## src/rtl/alu_pipelined_pkg.sv

```systemverilog
// Shared opcode encodings and flag-vector layout for the pipelined ALU.
// OP_SLT/OP_SLTU are decoded only when ALU_SLT_EN is defined.
package alu_pipelined_pkg;

    localparam int OPCODE_W = 6;

    localparam logic [OPCODE_W-1:0] OP_ADD  = 6'b100000;
    localparam logic [OPCODE_W-1:0] OP_SUB  = 6'b100010;
    localparam logic [OPCODE_W-1:0] OP_AND  = 6'b100100;
    localparam logic [OPCODE_W-1:0] OP_OR   = 6'b100101;
    localparam logic [OPCODE_W-1:0] OP_XOR  = 6'b100110;
    localparam logic [OPCODE_W-1:0] OP_NOR  = 6'b100111;
    localparam logic [OPCODE_W-1:0] OP_SRL  = 6'b000010;
    localparam logic [OPCODE_W-1:0] OP_SRA  = 6'b000011;
    localparam logic [OPCODE_W-1:0] OP_SLT  = 6'b101010;
    localparam logic [OPCODE_W-1:0] OP_SLTU = 6'b101011;

    // Bit positions inside the registered flag vector.
    localparam int FLAG_ZERO     = 0;
    localparam int FLAG_NEGATIVE = 1;
    localparam int FLAG_CARRY    = 2;
    localparam int FLAG_OVERFLOW = 3;
    localparam int FLAG_INVALID  = 4;
    localparam int NB_FLAGS      = 5;

endpackage

```

## src/rtl/alu_pipelined_core.sv

```systemverilog
// Combinational ALU datapath: result plus carry/overflow/invalid for one operand set.
// Macro ALU_SLT_EN adds the SLT/SLTU compares; otherwise those opcodes decode as invalid.
module alu_core
    import alu_pipelined_pkg::*;
#(
    parameter int NB_DATA  = 8,
    parameter int NB_OP    = 6,
    parameter int NB_SHAMT = $clog2(NB_DATA)
) (
    input  logic [NB_DATA-1:0] a_i,
    input  logic [NB_DATA-1:0] b_i,
    input  logic [NB_OP-1:0]   op_i,
    output logic [NB_DATA-1:0] result_o,
    output logic               carry_o,
    output logic               overflow_o,
    output logic               invalid_o
);

    localparam int MSB = NB_DATA - 1;

    logic [NB_DATA:0]    sum;
    logic [NB_DATA:0]    diff;
    logic [NB_SHAMT-1:0] shamt;

    // The extra top bit is carry on ADD and borrow (a < b unsigned) on SUB.
    assign sum   = {1'b0, a_i} + {1'b0, b_i};
    assign diff  = {1'b0, a_i} - {1'b0, b_i};
    assign shamt = b_i[NB_SHAMT-1:0];

    always_comb begin
        result_o   = '0;
        carry_o    = 1'b0;
        overflow_o = 1'b0;
        invalid_o  = 1'b0;
        case (op_i)
            OP_ADD: begin
                result_o   = sum[NB_DATA-1:0];
                carry_o    = sum[NB_DATA];
                overflow_o = (a_i[MSB] == b_i[MSB]) && (sum[MSB] != a_i[MSB]);
            end
            OP_SUB: begin
                result_o   = diff[NB_DATA-1:0];
                carry_o    = diff[NB_DATA];
                overflow_o = (a_i[MSB] != b_i[MSB]) && (diff[MSB] != a_i[MSB]);
            end
            OP_AND: result_o = a_i & b_i;
            OP_OR:  result_o = a_i | b_i;
            OP_XOR: result_o = a_i ^ b_i;
            OP_NOR: result_o = ~(a_i | b_i);
            OP_SRL: result_o = a_i >> shamt;
            OP_SRA: result_o = $signed(a_i) >>> shamt;
`ifdef ALU_SLT_EN
            OP_SLT:  result_o = {{(NB_DATA-1){1'b0}}, ($signed(a_i) < $signed(b_i))};
            OP_SLTU: result_o = {{(NB_DATA-1){1'b0}}, (a_i < b_i)};
`endif
            default: invalid_o = 1'b1;
        endcase
    end

endmodule

```

## src/rtl/alu_pipelined.sv

```systemverilog
// Two-stage ALU with valid/ready on both sides: S1 captures operands, S2 holds result and flags.
// Macro ALU_SLT_EN (passed through to alu_core) enables the SLT/SLTU opcodes.
module alu_pipelined
    import alu_pipelined_pkg::*;
#(
    parameter int NB_DATA  = 8,
    parameter int NB_OP    = 6,
    parameter int NB_SHAMT = $clog2(NB_DATA)
) (
    input  logic               i_clk,
    input  logic               i_reset,
    input  logic               i_valid,
    output logic               o_ready,
    input  logic [NB_DATA-1:0] i_dato_a,
    input  logic [NB_DATA-1:0] i_dato_b,
    input  logic [NB_OP-1:0]   i_operation,
    output logic               o_valid,
    input  logic               i_ready,
    output logic [NB_DATA-1:0] o_result,
    output logic               o_zero,
    output logic               o_negative,
    output logic               o_carry,
    output logic               o_overflow,
    output logic               o_invalid_op
);

    logic               s1_valid_q, s1_valid_d;
    logic [NB_DATA-1:0] s1_a_q, s1_a_d;
    logic [NB_DATA-1:0] s1_b_q, s1_b_d;
    logic [NB_OP-1:0]   s1_op_q, s1_op_d;

    logic                s2_valid_q, s2_valid_d;
    logic [NB_DATA-1:0]  s2_result_q, s2_result_d;
    logic [NB_FLAGS-1:0] s2_flags_q, s2_flags_d;

    logic               s2_adv;
    logic               s1_adv;
    logic               accept;

    logic [NB_DATA-1:0] core_result;
    logic               core_carry;
    logic               core_overflow;
    logic               core_invalid;

    alu_core #(
        .NB_DATA  (NB_DATA),
        .NB_OP    (NB_OP),
        .NB_SHAMT (NB_SHAMT)
    ) u_core (
        .a_i        (s1_a_q),
        .b_i        (s1_b_q),
        .op_i       (s1_op_q),
        .result_o   (core_result),
        .carry_o    (core_carry),
        .overflow_o (core_overflow),
        .invalid_o  (core_invalid)
    );

    // S2 frees up when empty or being consumed; S1 frees up when empty or moving into S2.
    assign s2_adv  = !s2_valid_q || i_ready;
    assign s1_adv  = !s1_valid_q || s2_adv;
    assign o_ready = s1_adv && !i_reset;
    assign accept  = i_valid && o_ready;

    always_comb begin
        s1_valid_d = s1_valid_q;
        s1_a_d     = s1_a_q;
        s1_b_d     = s1_b_q;
        s1_op_d    = s1_op_q;
        if (s1_adv) begin
            s1_valid_d = accept;
        end
        if (accept) begin
            s1_a_d  = i_dato_a;
            s1_b_d  = i_dato_b;
            s1_op_d = i_operation;
        end
    end

    always_comb begin
        s2_valid_d  = s2_valid_q;
        s2_result_d = s2_result_q;
        s2_flags_d  = s2_flags_q;
        if (s2_adv) begin
            s2_valid_d = s1_valid_q;
            if (s1_valid_q) begin
                s2_result_d                = core_result;
                s2_flags_d[FLAG_ZERO]      = (core_result == '0);
                s2_flags_d[FLAG_NEGATIVE]  = core_result[NB_DATA-1];
                s2_flags_d[FLAG_CARRY]     = core_carry;
                s2_flags_d[FLAG_OVERFLOW]  = core_overflow;
                s2_flags_d[FLAG_INVALID]   = core_invalid;
            end
        end
    end

    always_ff @(posedge i_clk) begin
        if (i_reset) begin
            s1_valid_q  <= 1'b0;
            s1_a_q      <= '0;
            s1_b_q      <= '0;
            s1_op_q     <= '0;
            s2_valid_q  <= 1'b0;
            s2_result_q <= '0;
            s2_flags_q  <= '0;
        end else begin
            s1_valid_q  <= s1_valid_d;
            s1_a_q      <= s1_a_d;
            s1_b_q      <= s1_b_d;
            s1_op_q     <= s1_op_d;
            s2_valid_q  <= s2_valid_d;
            s2_result_q <= s2_result_d;
            s2_flags_q  <= s2_flags_d;
        end
    end

    assign o_valid      = s2_valid_q;
    assign o_result     = s2_result_q;
    assign o_zero       = s2_flags_q[FLAG_ZERO];
    assign o_negative   = s2_flags_q[FLAG_NEGATIVE];
    assign o_carry      = s2_flags_q[FLAG_CARRY];
    assign o_overflow   = s2_flags_q[FLAG_OVERFLOW];
    assign o_invalid_op = s2_flags_q[FLAG_INVALID];

endmodule
```

## config.mk

```make
export PLATFORM = sky130hd
export DESIGN_NAME = alu_pipelined
export DESIGN_NICKNAME = d
export VERILOG_FILES = /design/src/rtl/alu_pipelined_pkg.sv /design/src/rtl/alu_pipelined_core.sv /design/src/rtl/alu_pipelined.sv
export SDC_FILE = /design/constraint.sdc
export NUM_CORES = 1
export LEC_CHECK = 0
export ABC_CLOCK_PERIOD_IN_PS = 4000
export CORE_MARGIN = 4
export CORE_UTILIZATION = 40
export DETAILED_ROUTE_END_ITERATION = 7
export SKIP_CTS_REPAIR_TIMING = 1
export SYNTH_ARGS = -nofsm -noshare
export SYNTH_HDL_FRONTEND = slang
export SYNTH_SLANG_ARGS = --single-unit
```

## constraint.sdc

```tcl
create_clock -name i_clk -period 4 [get_ports i_clk]
set_input_delay 0.4 -clock i_clk [delete_from_list [all_inputs] [get_ports i_clk]]
set_output_delay 0.4 -clock i_clk [all_outputs]
set_load 0.1 [all_outputs]
```

---- Word-level counts from Yosys, hierarchy flattened ----
Index checks and enable logic that the tools add are counted.
cells by class
  add/sub/neg operators ................... 2
  eq/ne operators ......................... 12
  shift-type cells ........................ 2
  multiplexer cells ....................... 4
  bitwise logic cells ..................... 4
  reductions and logical operators ........ 12
operators with widths
  kind                  number
  $pmux W8 S8           1
  $eq A6 B6 Y1 const B  6
  $eq A6 B2 Y1 const B  2
  $add A8 B8 Y9         1
  $sub A8 B8 Y9         1
  $and A8 B8 Y8         1
  $logic_not A8 Y1      1
  $not A8 Y8            1
  $or A8 B8 Y8          1
  $reduce_or A8 Y1      1
  $shr A8 B3 Y8         1
  $sshr A8 B3 Y8        1
  $xor A8 B8 Y8         1
  $logic_and A1 B1 Y1   4
  $pmux W1 S2           2
  $logic_not A1 Y1      3
  $ne A1 B1 Y1          3
  $logic_or A1 B1 Y1    2
  $reduce_and A2 Y1     1
  $eq A1 B1 Y1          1
  $mux W1               1
storage, ports and cells
  flip-flop bits (word level) ............. 37
  logic and storage cells ................. 43

---- Depth between registers and ports, before layout ----
  depth in word-level cells ............... 5
  mapped depth ............................ 11

---- By module ----
Synthesis repeated with hierarchy kept, for this count alone.
second synthesis, totals
  cell total of the unflattened synthesis .. 354
  area total of the unflattened synthesis .. 3035.4 µm²
by module, submodules not included
  module         instances  cells each  area each (µm²)
  alu_pipelined  1          138         1525.2
  alu_core       1          216         1510.2

---- Worst setup path before layout ----
No wires, ideal clock.
  path kind ............................... register to register
  start ................................... register s2_valid_q (netlist: o_valid)
  end ..................................... register s1_a_q[4]
  setup time .............................. 0.087 ns
  data arrival time ....................... 3.444 ns
  required time ........................... 3.913 ns
  setup slack ............................. 0.469 ns
  cell stages (with the launch flop) ...... 8
  clock period less this slack ............ 3.531 ns
  path through ............................ dfxtp_1 nor2b_1 a21oi_1 and2_1 clkbuf_1 buf_2 nand2_1 o31ai_1
between the ends
  longest elaborated chain between the ends .. 5
RTL lines
  item                      line                  source
  start: declaration        alu_pipelined.sv:32   logic s2_valid_q, s2_valid_d;
  start signal: assignment  alu_pipelined.sv:111  s2_valid_q <= s2_valid_d;
  $logic_not A1 Y1          alu_pipelined.sv:60   assign s2_adv = !s2_valid_q || i_ready;
  $logic_or A1 B1 Y1        alu_pipelined.sv:60
  $logic_or A1 B1 Y1        alu_pipelined.sv:61   assign s1_adv = !s1_valid_q || s2_adv;
  $logic_and A1 B1 Y1       alu_pipelined.sv:62   assign o_ready = s1_adv && !i_reset;
  via o_ready               alu_pipelined.sv:13   output logic o_ready,
  $logic_and A1 B1 Y1       alu_pipelined.sv:63   assign accept = i_valid && o_ready;
  end signal: assignment    alu_pipelined.sv:100  s1_a_q <= '0;
  end signal: assignment    alu_pipelined.sv:108  s1_a_q <= s1_a_d;
  end: declaration          alu_pipelined.sv:28   logic [NB_DATA-1:0] s1_a_q, s1_a_d;
The timed path passes the listed nets, and every way through them passes these cells.
A chain may end at the register's enable or synchronous reset.

---- Worst setup path in the final report ----
  start ................................... register s1_b_q[1]
  end ..................................... register s2_flags_q[0]
between the ends
  longest elaborated chain between the ends .. 4
  elaborated cells on any way between the ends .. 10
  those cells by class .................... add/sub: 2; shift: 2; mux: 1; bitwise: 4; reduce/logical: 1
RTL lines
  item                                                                   line                      source
  start: declaration                                                     alu_pipelined.sv:29       logic [NB_DATA-1:0] s1_b_q, s1_b_d;
  start signal: assignment                                               alu_pipelined.sv:101      s1_b_q <= '0;
  start signal: assignment                                               alu_pipelined.sv:109      s1_b_q <= s1_b_d;
  parallel branches: the longest is 2 deep, another holds $sub A8 B8 Y9  -
  $pmux W8 S8 (*)                                                        alu_pipelined_core.sv:35  case (op_i)
  $logic_not A8 Y1 (*)                                                   alu_pipelined.sv:88       s2_flags_d[FLAG_ZERO] = (core_result == '0);
  end signal: assignment                                                 alu_pipelined.sv:113      s2_flags_q <= s2_flags_d;
  end: declaration                                                       alu_pipelined.sv:34       logic [NB_FLAGS-1:0] s2_flags_q, s2_flags_d;
Mark *: on every way between the ends.

==> metrics.md <==
| Metric | Value |
|---|---|
| Wirelength per Cell | 15.8 um |
| Final hold slack | 0.455 ns |
| Pwr Density | 313 mW/mm^2 |
| GR Layer Usage met1 | 24.9% |
| Worst Path Required | 4.23 ns |
| Slew @ Worst Pin | 0.987 ns |
| Residual DRC | 0 |
| Syn nets | 407 |
| Hold path depth | 2 |
| Final ANT Viol Nets | 0 |
| Die Y | 92.8 um |
| Reg2Reg Depth | 9 |
| Nets | 432 |
| Ys flop type | dfxtp_1 |
| Internal | 647 uW |
| Final WL | 7520 um |
| Crit path arrival time | 3.09 ns |
| Net switching power | 402 uW |
| Antenna violations before repair | 0 |
| GRT Max-Usage Layer | met2 |
| Synth async-reset ratio | 0% |
| Detailed placement HPWL | 5680 um |
| Global-route wire length before repair | 12400 um |
| Slowest stage delay, CP | 0.86 ns |
| Fmax achieved | 349 MHz |
| Seq cells post-synth | 36 |
| CTS H-tree depth | 2 |
| Die area | 0.00862 mm^2 |
| Slew headroom | 34.0% |
| Final period utilization | 71.7% |
| Post-Syn Area | 0.00288 mm^2 |
| Max Clock Skew | 0.00700 ns |
| DRT Pass-1 Iters | 4 |
| Synth warn | 0 |
| Via/cell ratio | 5.45 |
| Logic pwr share | 34.3% |
| Layout Cells excl Fill | 477 |
| Clk pin slew, worst setup/hold paths | 0.07 ns |
| Clock network power share | 25.3% |
| Peak supply drop | 0.128 mV |
| Status | finished, final reports clean |
| Layout cell share with drive strength beyond 1 | 7.61% |
| Unrepaired setup endpoints after global routing | no |
| Crit-path cells | inv_1, ha_1, o21ba_2, nor4_1, nor4_1, o211a_1, nor3_1, nand4_1, o21ai_1 |
| Top post-synthesis cells by area | dfxtp_1, ha_1, mux2i_1 |
| Area of the multi-input gates | 0.00190 mm^2 |
| Sequential area share after synthesis | 25.0% |
| Grt met3 use | 2.84% |
| Slowest cell on the critical path | dfxtp_1 |
| Setup slack after layout | 1.13 ns |
| Synth top cells by count | nand2_1, dfxtp_1, ha_1, inv_1, nor2_1 |
| CTS Sinks | 36 |
| Final setup vio count | 0 |
| Fin util | 48.5% |
| Reg2reg end | s2_flags_q[0] |
| CP Class | reg2reg |
| Max cap viols | 0 |
| Leakage power | 1.32 nW |
| Core Rows | 30 |
| Worst setup SP type | flip-flop |
| Fin crit period | 2.87 ns |
| Gr usage total | 17.9% |
| Core area | 0.00691 mm^2 |
| GR Util met2 | 28.9% |
| Hold Startpoint | o_result[1] |
| Setup_tns | 0 ns |
| Via count | 2599 |
| Count of final hold-check violations | 0 |
| Synth area leader | dfxtp_1 |
| GPL Wtd Cong | 0.897 |
| Synthesis-to-layout area growth | 16.3% |
| CP top delay family | flip-flops |
| Clk root buf | clkbuf_8 |
| Worst R2R Setup Slack | 1.13 ns |
| Buffers on Ports | 40 |
| Hold Path Sink | o_result[1] |
| Post-synth EDFFs | 0 |
| Post-Place Cell Area | 0.00326 mm^2 |
| Fill cells | 722 |
| Yosys top cell area share | 25.0% |
| Cell variety after synth | 60 |
| Sequential cell area | 721 um^2 |
| Die W | 92.8 um |
| Syn Inst Count | 355 |
| Sequential power share | 40.4% |
| Iter 0 DRT Violations | 208 |
| CTS tree | yes |
| Antenna cells | 0 |
| Total CTS buffers | 5 |
| Clk buf depth | 2 |
| Initial Utilization | 41.7% |
| Cell area after layout | 0.00335 mm^2 |
| Clk Latency, worst-skew pair | 0.30 ns |
| Num ports | 41 |
| GRT overflow | 0 |
| Reg2reg start | s1_b_q[1] |
| Crit Path Max Fanout | 19 |
| Slew Limit Fails | 0 |
| Setup WS pre-CTS | 1.18 ns |
| Worst setup EP type | flip-flop |
| Placed insts | 469 |
| Most frequent cell after synthesis | nand2_1 |
| Vias in the first global route | 2424 |
| Switching share of power | 38.3% |
| Worst hold path type | reg2reg |
| Total power | 1.05 mW |
| Most used cell along the critical path | nor4_1 |
| Avg Inst Size Synth | 8.11 um^2 |
| Largest net degree at the start of global routing | 40 |
| Worst path bufs/invs | 1 |
## cell families after synthesis
kind of cell / synth area share (%)
flip-flops: 25.0
buffers and inverters: 8.91
AND/OR/NAND/NOR: 19.1
adder cells (fa/ha/maj): 11.8
AO/OA/AOI/OAI: 23.7
multiplexers: 7.78
XOR/XNOR: 3.65
## power by group through the flow
stage	registers (mW)	logic, mW	clock network, mW
final	0.423	0.360	0.265
after floorplan	0.459	0.243	0
after global routing	0.428	0.391	0.287
after global placement	0.430	0.356	0
after detailed placement	0.431	0.357	0
after CTS	0.423	0.359	0.273
## placed cells by master, fill, tap and decap left out, drive strengths merged, types with 2 or more instances in the layout
cell / Yosys / routed
o21a: 2 / 2
inv: 25 / 25
nor4: 4 / 4
nor2: 24 / 24
a31oi: 4 / 4
o22ai: 3 / 3
a21o: 4 / 4
xnor2: 7 / 7
ha: 24 / 24
and3: 5 / 5
and2: 2 / 2
o21ba: 2 / 2
mux2i: 19 / 19
nand4: 4 / 4
or3: 3 / 3
buf: 14 / 5
xor2: 5 / 5
nand3: 15 / 15
nor3: 8 / 8
o31ai: 17 / 17
nand2: 43 / 43
clkbuf: 12 / 7
dfxtp: 36 / 36
nor2b: 4 / 4
o211ai: 8 / 8
fa: 2 / 2
a211oi: 7 / 7
nand2b: 3 / 3
a21oi: 22 / 22
a221oi: 2 / 2
o21ai: 9 / 9
clkdlybuf4s50: 0 / 39
## worst register-to-register path: stages (launching register included)
cell and delay, ns:
dfxtp_1 0.86, inv_1 0.19, ha_1 0.35, o21ba_2 0.21, nor4_1 0.33, nor4_1 0.13
o211a_1 0.23, nor3_1 0.26, nand4_1 0.12, o21ai_1 0.12
## per-layer routing
| metal | share of wire (%) | routed length [um] |
|---|---|---|
| met1 | 49 | 3700 |
| met4 | 1.3 | 95 |
| met5 | 0 | 0 |
| met2 | 46 | 3450 |
| met3 | 3.7 | 275 |
## sequential cells by signal (all words and copies together) (netlist names)
| signal | cells |
|---|---|
| s1_a_q | 8 |
| s1_b_q | 8 |
| o_result | 7 |
| s1_op_q | 6 |
| s2_flags_q | 5 |
| o_valid | 1 |
| s1_valid_q | 1 |
## worst max path at each step
stage          slack, ns      start  depth (start not counted)             to
2_1_floorplan       0.47    o_valid                          7      s1_a_q[4]
3_3_place_gp        1.22  s1_b_q[1]                          9  s2_flags_q[0]
3_5_place_dp        1.18  s1_b_q[1]                          9  s2_flags_q[0]
4_1_cts             1.14  s1_b_q[1]                          9  s2_flags_q[0]
5_1_grt             0.93  s1_b_q[1]                          9  s2_flags_q[0]
6_report            1.13  s1_b_q[1]                          9  s2_flags_q[0]
## cell type report
type / instances / area share (%)
Sequential cell: 36 / 21.5
Clock buffer: 7 / 2.28
Tap cell: 96 / 3.59
Timing Repair Buffer: 44 / 12.8
Inverter: 25 / 2.80
Clock inverter: 1 / 0.262
Multi-Input combinational cell: 268 / 56.8
Power figures use the tool's default switching activity.
